===== config.mk =====
export PLATFORM = sky130hd
export DESIGN_NAME = inst_fetch_buffer_flat
export DESIGN_NICKNAME = d
export VERILOG_FILES = /design/src/rtl/inst_fetch_buffer_if.sv /design/src/rtl/inst_fetch_buffer.sv /design/src/flat_wrapper.sv
export SDC_FILE = /design/constraint.sdc
export NUM_CORES = 1
export LEC_CHECK = 0
export CAP_MARGIN = 30
export CORE_ASPECT_RATIO = 1.25
export CORE_MARGIN = 10
export CORE_UTILIZATION = 58
export CTS_CLUSTER_SIZE = 8
export DETAILED_ROUTE_END_ITERATION = 16
export PLACE_DENSITY_LB_ADDON = 0.1
export SETUP_SLACK_MARGIN = 0.5
export SYNTH_ARGS = -nofsm -noshare
export SYNTH_HDL_FRONTEND = slang
export SYNTH_SLANG_ARGS = --single-unit

===== constraint.sdc =====
create_clock -name clk_i -period 6.55 [get_ports clk_i]
set_input_delay 1.31 -clock clk_i [delete_from_list [all_inputs] [get_ports clk_i]]
set_output_delay 1.31 -clock clk_i [all_outputs]
set_load 0.005 [all_outputs]

===== src/rtl/inst_fetch_buffer_if.sv =====
// Fetch-side and decode-side handshake bundle for inst_fetch_buffer.
interface inst_fetch_buffer_if;
  logic        flush_i;
  logic        fetch_valid_i;
  logic        fetch_ready_o;
  logic [31:0] fetch_inst_i;
  logic [31:0] fetch_pc_i;
  logic        dec_valid_o;
  logic        dec_ready_i;
  logic [31:0] dec_inst_o;
  logic [31:0] dec_pc_o;
  logic [2:0]  dec_imm_op_o;
  logic        dec_illegal_o;

  modport slave (
    input  flush_i, fetch_valid_i, fetch_inst_i, fetch_pc_i, dec_ready_i,
    output fetch_ready_o, dec_valid_o, dec_inst_o, dec_pc_o, dec_imm_op_o, dec_illegal_o
  );

  modport master (
    output flush_i, fetch_valid_i, fetch_inst_i, fetch_pc_i, dec_ready_i,
    input  fetch_ready_o, dec_valid_o, dec_inst_o, dec_pc_o, dec_imm_op_o, dec_illegal_o
  );
endinterface


===== src/rtl/inst_fetch_buffer.sv =====
// Instruction FIFO with opcode pre-decode; head visible one cycle after push (no bypass).
// fetch_ready_o depends on occupancy only, so a full buffer stalls fetch one cycle even while popping.
module inst_fetch_buffer #(
  parameter int DEPTH = 4
) (
  input  logic               clk_i,
  input  logic               rst_ni,
  inst_fetch_buffer_if.slave bus
);
  localparam int AW = $clog2(DEPTH);
  localparam int CW = AW + 1;
  localparam logic [CW-1:0] FULL = CW'(DEPTH);

  logic [AW-1:0] wr_ptr_q, wr_ptr_d;
  logic [AW-1:0] rd_ptr_q, rd_ptr_d;
  logic [CW-1:0] count_q, count_d;

  logic [31:0] inst_q    [DEPTH];
  logic [31:0] pc_q      [DEPTH];
  logic [2:0]  imm_op_q  [DEPTH];
  logic        illegal_q [DEPTH];

  logic       push, pop;
  logic [2:0] pd_imm_op;
  logic       pd_illegal;

  assign bus.fetch_ready_o = (count_q != FULL);
  assign bus.dec_valid_o   = (count_q != '0);
  assign push = bus.fetch_valid_i && bus.fetch_ready_o && !bus.flush_i;
  assign pop  = bus.dec_valid_o && bus.dec_ready_i && !bus.flush_i;

  // Compressed (16-bit) encodings fall through as illegal along with unknown opcodes.
  always_comb begin
    pd_imm_op  = 3'b111;
    pd_illegal = 1'b1;
    if (bus.fetch_inst_i[1:0] == 2'b11) begin
      pd_illegal = 1'b0;
      case (bus.fetch_inst_i[6:0])
        7'b0000011, 7'b0000111, 7'b0010011,
        7'b1100111, 7'b1110011, 7'b0001111: pd_imm_op = 3'b000;
        7'b0100011, 7'b0100111:             pd_imm_op = 3'b001;
        7'b1100011:                         pd_imm_op = 3'b010;
        7'b0110111, 7'b0010111:             pd_imm_op = 3'b011;
        7'b1101111:                         pd_imm_op = 3'b100;
        7'b0110011, 7'b1000011, 7'b1000111,
        7'b1001011, 7'b1001111:             pd_imm_op = 3'b101;
        7'b1010011:                         pd_imm_op = 3'b110;
        default: begin
          pd_imm_op  = 3'b111;
          pd_illegal = 1'b1;
        end
      endcase
    end
  end

  always_comb begin
    wr_ptr_d = wr_ptr_q;
    rd_ptr_d = rd_ptr_q;
    count_d  = count_q;
    if (bus.flush_i) begin
      wr_ptr_d = '0;
      rd_ptr_d = '0;
      count_d  = '0;
    end else begin
      if (push) wr_ptr_d = wr_ptr_q + AW'(1);
      if (pop)  rd_ptr_d = rd_ptr_q + AW'(1);
      if (push && !pop)      count_d = count_q + CW'(1);
      else if (pop && !push) count_d = count_q - CW'(1);
    end
  end

  always_ff @(posedge clk_i or negedge rst_ni) begin
    if (!rst_ni) begin
      wr_ptr_q <= '0;
      rd_ptr_q <= '0;
      count_q  <= '0;
    end else begin
      wr_ptr_q <= wr_ptr_d;
      rd_ptr_q <= rd_ptr_d;
      count_q  <= count_d;
    end
  end

  // Payload needs no reset: occupancy alone decides what is valid.
  always_ff @(posedge clk_i) begin
    if (push) begin
      inst_q[wr_ptr_q]    <= bus.fetch_inst_i;
      pc_q[wr_ptr_q]      <= bus.fetch_pc_i;
      imm_op_q[wr_ptr_q]  <= pd_imm_op;
      illegal_q[wr_ptr_q] <= pd_illegal;
    end
  end

  always_comb begin
    bus.dec_inst_o    = 32'h0000_0013;
    bus.dec_pc_o      = '0;
    bus.dec_imm_op_o  = 3'b000;
    bus.dec_illegal_o = 1'b0;
    if (count_q != '0) begin
      bus.dec_inst_o    = inst_q[rd_ptr_q];
      bus.dec_pc_o      = pc_q[rd_ptr_q];
      bus.dec_imm_op_o  = imm_op_q[rd_ptr_q];
      bus.dec_illegal_o = illegal_q[rd_ptr_q];
    end
  end
endmodule


===== src/flat_wrapper.sv =====
// flat-port wrapper written by rule: the top's interface ports become plain ports
module inst_fetch_buffer_flat 
#(
  parameter int DEPTH = 4
)
  (clk_i, rst_ni, bus_flush_i, bus_fetch_valid_i, bus_fetch_inst_i, bus_fetch_pc_i, bus_dec_ready_i, bus_fetch_ready_o, bus_dec_valid_o, bus_dec_inst_o, bus_dec_pc_o, bus_dec_imm_op_o, bus_dec_illegal_o);
  inst_fetch_buffer_if bus_i ();
  input  logic clk_i;
  input  logic rst_ni;
  input wire logic [$bits(bus_i.flush_i)-1:0] bus_flush_i;
  input wire logic [$bits(bus_i.fetch_valid_i)-1:0] bus_fetch_valid_i;
  input wire logic [$bits(bus_i.fetch_inst_i)-1:0] bus_fetch_inst_i;
  input wire logic [$bits(bus_i.fetch_pc_i)-1:0] bus_fetch_pc_i;
  input wire logic [$bits(bus_i.dec_ready_i)-1:0] bus_dec_ready_i;
  output wire logic [$bits(bus_i.fetch_ready_o)-1:0] bus_fetch_ready_o;
  output wire logic [$bits(bus_i.dec_valid_o)-1:0] bus_dec_valid_o;
  output wire logic [$bits(bus_i.dec_inst_o)-1:0] bus_dec_inst_o;
  output wire logic [$bits(bus_i.dec_pc_o)-1:0] bus_dec_pc_o;
  output wire logic [$bits(bus_i.dec_imm_op_o)-1:0] bus_dec_imm_op_o;
  output wire logic [$bits(bus_i.dec_illegal_o)-1:0] bus_dec_illegal_o;
  assign bus_i.flush_i = bus_flush_i;
  assign bus_i.fetch_valid_i = bus_fetch_valid_i;
  assign bus_i.fetch_inst_i = bus_fetch_inst_i;
  assign bus_i.fetch_pc_i = bus_fetch_pc_i;
  assign bus_i.dec_ready_i = bus_dec_ready_i;
  assign bus_fetch_ready_o = bus_i.fetch_ready_o;
  assign bus_dec_valid_o = bus_i.dec_valid_o;
  assign bus_dec_inst_o = bus_i.dec_inst_o;
  assign bus_dec_pc_o = bus_i.dec_pc_o;
  assign bus_dec_imm_op_o = bus_i.dec_imm_op_o;
  assign bus_dec_illegal_o = bus_i.dec_illegal_o;
  inst_fetch_buffer #(.DEPTH(DEPTH)) u_core (.clk_i(clk_i), .rst_ni(rst_ni), .bus(bus_i));
endmodule

* Word level (Yosys, flattened, before mapping)
Memories as Yosys holds them, arrays and structs flattened.
Cells that the tools add are included.
** Cells by class
- $add $sub $neg :: 4
- Equal/unequal tests :: 20
- Mux-type cells :: 17
- Reductions and logical operators :: 18
** Operators by type and width (number)
- 2-to-1 mux 32 bit :: 2
- == test 7 bit (second input constant) :: 9
- == test 7 x 6 -> 1 bit (second input constant) :: 4
- case mux 3 bit (7 select lines) :: 1
- OR reduction 18 bit :: 1
- 2-to-1 mux 3 bit :: 5
- == test 7 x 5 -> 1 bit (second input constant) :: 2
- 2-to-1 mux 2 bit :: 4
- == test 7 x 2 -> 1 bit (second input constant) :: 1
- == test 7 x 3 -> 1 bit (second input constant) :: 1
- == test 7 x 4 -> 1 bit (second input constant) :: 1
- logical AND 1 bit :: 6
- nonzero test 3 bit :: 2
- OR reduction 6 bit :: 1
- 2-to-1 mux 1 bit :: 5
- OR reduction 5 bit :: 1
- adder 2 x 1 -> 2 bit (second input constant) :: 2
- nonzero test 2 bit :: 2
- OR reduction 2 bit :: 2
- adder 3 x 1 -> 3 bit (second input constant) :: 1
- logical NOT 1 bit :: 3
- inequality test 3 bit (second input constant) :: 1
- subtractor 3 x 1 -> 3 bit (second input constant) :: 1
- == test 2 bit (second input constant) :: 1
** Word-level totals
- Register bits :: 7
- RAM bits :: 272
- Bits of input ports :: 69
- Word-level logic and storage cells :: 66
- Memories :: 4
** Memories
- u_core.inst_q :: words 4, width 32, rd ports 1, clocked after memory_dff 0, write ports 1, line inst_fetch_buffer.sv:18 : logic [31:0] inst_q [DEPTH];
- u_core.pc_q :: words 4, width 32, rd ports 1, clocked after memory_dff 0, write ports 1, line inst_fetch_buffer.sv:19 : logic [31:0] pc_q [DEPTH];
- u_core.imm_op_q :: words 4, width 3, rd ports 1, clocked after memory_dff 0, write ports 1, line inst_fetch_buffer.sv:20 : logic [2:0] imm_op_q [DEPTH];
- u_core.illegal_q :: words 4, width 1, rd ports 1, clocked after memory_dff 0, write ports 1, line inst_fetch_buffer.sv:21 : logic illegal_q [DEPTH];

* Longest topological paths before layout
- Depth after elaboration :: 8
- Depth in mapped cells :: 10

* Worst setup path after synthesis
OpenSTA, ideal clock, no wires.
- Kind :: input to register
- Start :: input bus_flush_i
- End :: memory u_core.illegal_q[0], enable pin
- Library setup time :: 434 ps
- Arrival :: 3282 ps
- Data required time :: 6116 ps
- Path slack :: 2835 ps
- Stages :: 3
- Cell sequence :: clkbuf_1 > nor2_1 > and2_1
** On the way
- Word-level cells in the longest chain between the ends :: 4
** Ends and longest elaborated chain
- start, declared :: line flat_wrapper.sv:10 : input wire logic [$bits(bus_i.flush_i)-1:0] bus_flush_i;
- logical NOT 1 bit :: line inst_fetch_buffer.sv:29 : assign push = bus.fetch_valid_i && bus.fetch_ready_o && !bus.flush_i;
- logical AND 1 bit :: line inst_fetch_buffer.sv:29
- 2-to-1 mux 1 bit :: line inst_fetch_buffer.sv:86 : if (push) begin
- 2-to-1 mux 1 bit (implied by the code) :: line inst_fetch_buffer.sv:90 : illegal_q[wr_ptr_q] <= pd_illegal;
- end, declared :: line inst_fetch_buffer.sv:21
No other way between the ends.

* Final worst setup path
- Start :: register u_core.rd_ptr_q[0]
- End :: output bus_dec_inst_o[31]
** On the way
- Word-level cells in the longest chain between the ends :: 2
** Ends and longest elaborated chain
- start, declared :: line inst_fetch_buffer.sv:15 : logic [AW-1:0] rd_ptr_q, rd_ptr_d;
- start signal, assigned :: line inst_fetch_buffer.sv:79 : rd_ptr_q <= rd_ptr_d;
- memory read (4 x 32 bit)
- 2-to-1 mux 32 bit :: line inst_fetch_buffer.sv:99 : if (count_q != '0) begin
- end, declared :: line flat_wrapper.sv:17 : output wire logic [$bits(bus_i.dec_inst_o)-1:0] bus_dec_inst_o;
No other way between the ends.

==> run_results.csv <==
group,metric,value,unit
global_route,gr-max-usage-layer,"met2",
worst_setup_path,cp-end-kind,"output pin",
clock_tree,cts_tree,"built",
synth,synth.net_count,583,
worst_setup_path,crit_family,"flip-flops",
clock_tree,root_buffer,"clkbuf_16",
power,cellLeakagePower,0.00450,µW
sta,post-route-period-util,70.4,%
worst_setup_path,cp.required,5.24,ns
clock_tree,htree_levels,2,
power,powerDensity,407,mW/mm²
worst_setup_path,path_buf_inv,2,
synth,synth-async-reset-ratio,2.51,%
finish,final_util,73.5,%
route,final_antenna_net_count,0,
placed_design,dp_hpwl,12400,µm
finish,layout.nets,745,
worst_setup_path,slowest_delay,1.02,ns
clock_tree,cts.hold.buffers_added,0,
worst_setup_path,worst-r2r-setup-slack,4.10,ns
worst_setup_path,crit-reg2reg-launch,"u_core.count_q[0]$_DFFE_PN0P_",
synth,yosysSeqAreaShare,75.4,%
route,wirelength,21200,µm
sta,hold_viol_final,0,
finish,final_cell_area,0.0138,mm²
worst_setup_path,r2r_end,"u_core.count_q[2]$_DFFE_PN0P_",
synth,synth_edf_count,272,
synth,ys_ff_latch,279,
finish,instances_no_fill,918,
floorplanning,die_h,174,µm
finish,drive_above_1_share,13.8,%
sta,slew_viol_final,0,
clock_tree,insertion_delay,0.50,ns
worst_hold_path,worstHoldPathType,"reg2reg",
global_route,grt-ovfl-total,0,
worst_setup_path,slowest_stage,"dfrtp_4",
global_route,grt_use_total,17.2,%
global_route,grt_max_degree,57,
floorplanning,start_util,58.9,%
route,via_per_inst,5.89,
clock_tree,cts-buffers-inserted,40,
worst_setup_path,ff2ff_path_depth,9,
clock_tree,clk_pin_slew,0.05,ns
finish,syn2layout_area_growth,24.7,%
sta,relSlewSlack,39.1,%
placed_design,placed_cells,861,
placed_design,finalWeightedCongestion,0.727,
clock_tree,cts_resized,0,
clock_tree,post_cts_buffers,0,
clock_tree,numClockSinks,279,
sta,setup_viol,0,
finish,final_cell_mix,"edfxtp_1, clkdlybuf4s50_1, and2_1",
finish,diodes,0,
placed_design,io_buffers,138,
global_route,use_met3,4.91,%
worst_hold_path,whs_endpoint,"u_core.wr_ptr_q[1]$_DFFE_PN0P_",
synth,avgSynthCellArea,21.7,µm²
placed_design,dpl_cell_area,0.0127,mm²
synth,yosys_warnings,0,
synth,syn_area,0.0111,mm²
sta,fin_setup_tns,0,ns
worst_setup_path,path_depth,4,
sta,min_period,4.61,ns
finish,layout_commonest_cell,"edfxtp_1",
worst_setup_path,startpoint_type,"flop",
synth,synthCells,509,
worst_setup_path,cp.arrival,3.30,ns
route,wl_per_cell,23.1,µm
worst_hold_path,worstHoldPathCells,2,
floorplanning,num_io_pins,139,
outcome,run_status,"complete, no violations",
sta,timing.hold.ws,0.579,ns
floorplanning,core,0.0188,mm²
power,vdd_ir_drop_max,306,µV
synth,synthDistinctLibCells,37,
worst_hold_path,hold_start,"u_core.wr_ptr_q[1]$_DFFE_PN0P_",
global_route,grt_pass1_vias,5858,
worst_setup_path,path_cells,"buf_4, mux4_1, and2_1, clkdlybuf4s50_1",
floorplanning,die_area,0.0250,mm²
sta,fmax,217,MHz
sta,worst_clock_skew,0.0116,ns
clock_tree,clockBufferDepth,3,
route,drc,0,
synth,synth-main-ff-cell,"edfxtp_1",
route,vias,5406,
sta,tightest_slew,0.913,ns
floorplanning,num_rows,56,
route,firstDrtPassIters,4,
worst_setup_path,criticalPathCategory,"reg2out",
global_route,grt_pass1_wl,33300,µm
sta,rsz0062_at_grt,"false",
global_route,use_met2,28.5,%
global_route,met1_usage,21.5,%
route,dr.first_iter.drc_count,309,
global_route,grt_antenna_before_repair,1,
worst_setup_path,cp_max_fo,48,
floorplanning,die_x,144,µm
flow_run,cap_violations,0,
[final cells by class]
cell class | count | area [µm²]
inverter | 6 | 22.5
timing repair buffer | 145 | 1540
fill | 1135 | 4980
clock buffer | 57 | 1090
sequential | 279 | 8350
multi-input combinational | 199 | 2510
tap | 232 | 290
[cells by family (layout without fill, tap and decap cells)]
logic type | Yosys count | count (layout) | share of synthesized area [%]
flops | 279 | 279 | 75.4
buf+inv | 31 | 208 | 1.98
simple gates | 103 | 103 | 5.58
xor+xnor | 4 | 4 | 0.317
compound gates | 17 | 17 | 0.995
fa+ha+maj | 5 | 5 | 0.633
mux | 70 | 70 | 15.1
[Yosys cell counts, types with 2 or more instances]
| master | instances | area, µm² |
|---|---|---|
| nor2_1 | 12 | 45.0 |
| and3b_1 | 2 | 17.5 |
| mux4_2 | 37 | 833 |
| a21oi_1 | 3 | 15.0 |
| or2_1 | 3 | 18.8 |
| buf_12 | 4 | 80.1 |
| inv_1 | 6 | 22.5 |
| dfrtp_1 | 7 | 175 |
| nand3_1 | 2 | 10.0 |
| clkbuf_1 | 11 | 41.3 |
| and2_1 | 70 | 438 |
| xor2_1 | 2 | 17.5 |
| edfxtp_1 | 272 | 8170 |
| xnor2_1 | 2 | 17.5 |
| mux2i_1 | 2 | 20.0 |
| ha_1 | 4 | 50.1 |
| nand2_1 | 4 | 15.0 |
| mux4_1 | 31 | 815 |
| buf_6 | 4 | 45.0 |
| nor2b_1 | 3 | 18.8 |
| buf_2 | 5 | 25.0 |
| o21ai_0 | 8 | 40.0 |
[tightest hold or removal path, delay by kind of cell (launching register included)]
family	cells	cell delay [ns]
AND/OR/NAND/NOR	1	0.07
flip-flops	1	0.41
AO/OA/AOI/OAI	1	0.06
[state kept, by name (all words and copies together) (netlist names)]
name              count
u_core.illegal_q      4
u_core.pc_q         128
u_core.rd_ptr_q       2
u_core.count_q        3
u_core.wr_ptr_q       2
u_core.imm_op_q      12
u_core.inst_q       128
[power by group]
| part | switching [µW] | internal (µW) |
|---|---|---|
| Sequential | 130 | 2090 |
| Combinational | 612 | 999 |
| Clock | 665 | 1130 |
| Total | 1410 | 4210 |
[stage by stage]
stage | setup slack, ns | power [µW]
finish | 1.94 | 5620
global route | 1.72 | 5890
CTS | 1.84 | 5710
detailed placement | 2.38 | 3900
global placement | 2.37 | 3840
floorplan | 2.83 | 3070
[routing by layer]
layer	part of all wire, %	routed length [µm]
met4	2.1	455
met3	5.9	1260
met5	0.033	7
met2	51	10800
met1	41	8690
[worst max path at each step]
stage                                         startpoint                       endpoint
after CTS                 u_core.rd_ptr_q[0]$_DFFE_PN0P_             bus_dec_inst_o[15]
after floorplan                              bus_flush_i  u_core.illegal_q[0]$_DFFE_PP_
after global placement    u_core.rd_ptr_q[0]$_DFFE_PN0P_             bus_dec_inst_o[15]
after global routing      u_core.rd_ptr_q[0]$_DFFE_PN0P_             bus_dec_inst_o[15]
final                     u_core.rd_ptr_q[0]$_DFFE_PN0P_             bus_dec_inst_o[31]
after detailed placement  u_core.rd_ptr_q[0]$_DFFE_PN0P_             bus_dec_inst_o[15]
Note: power is estimated with default switching activity, not from simulation.
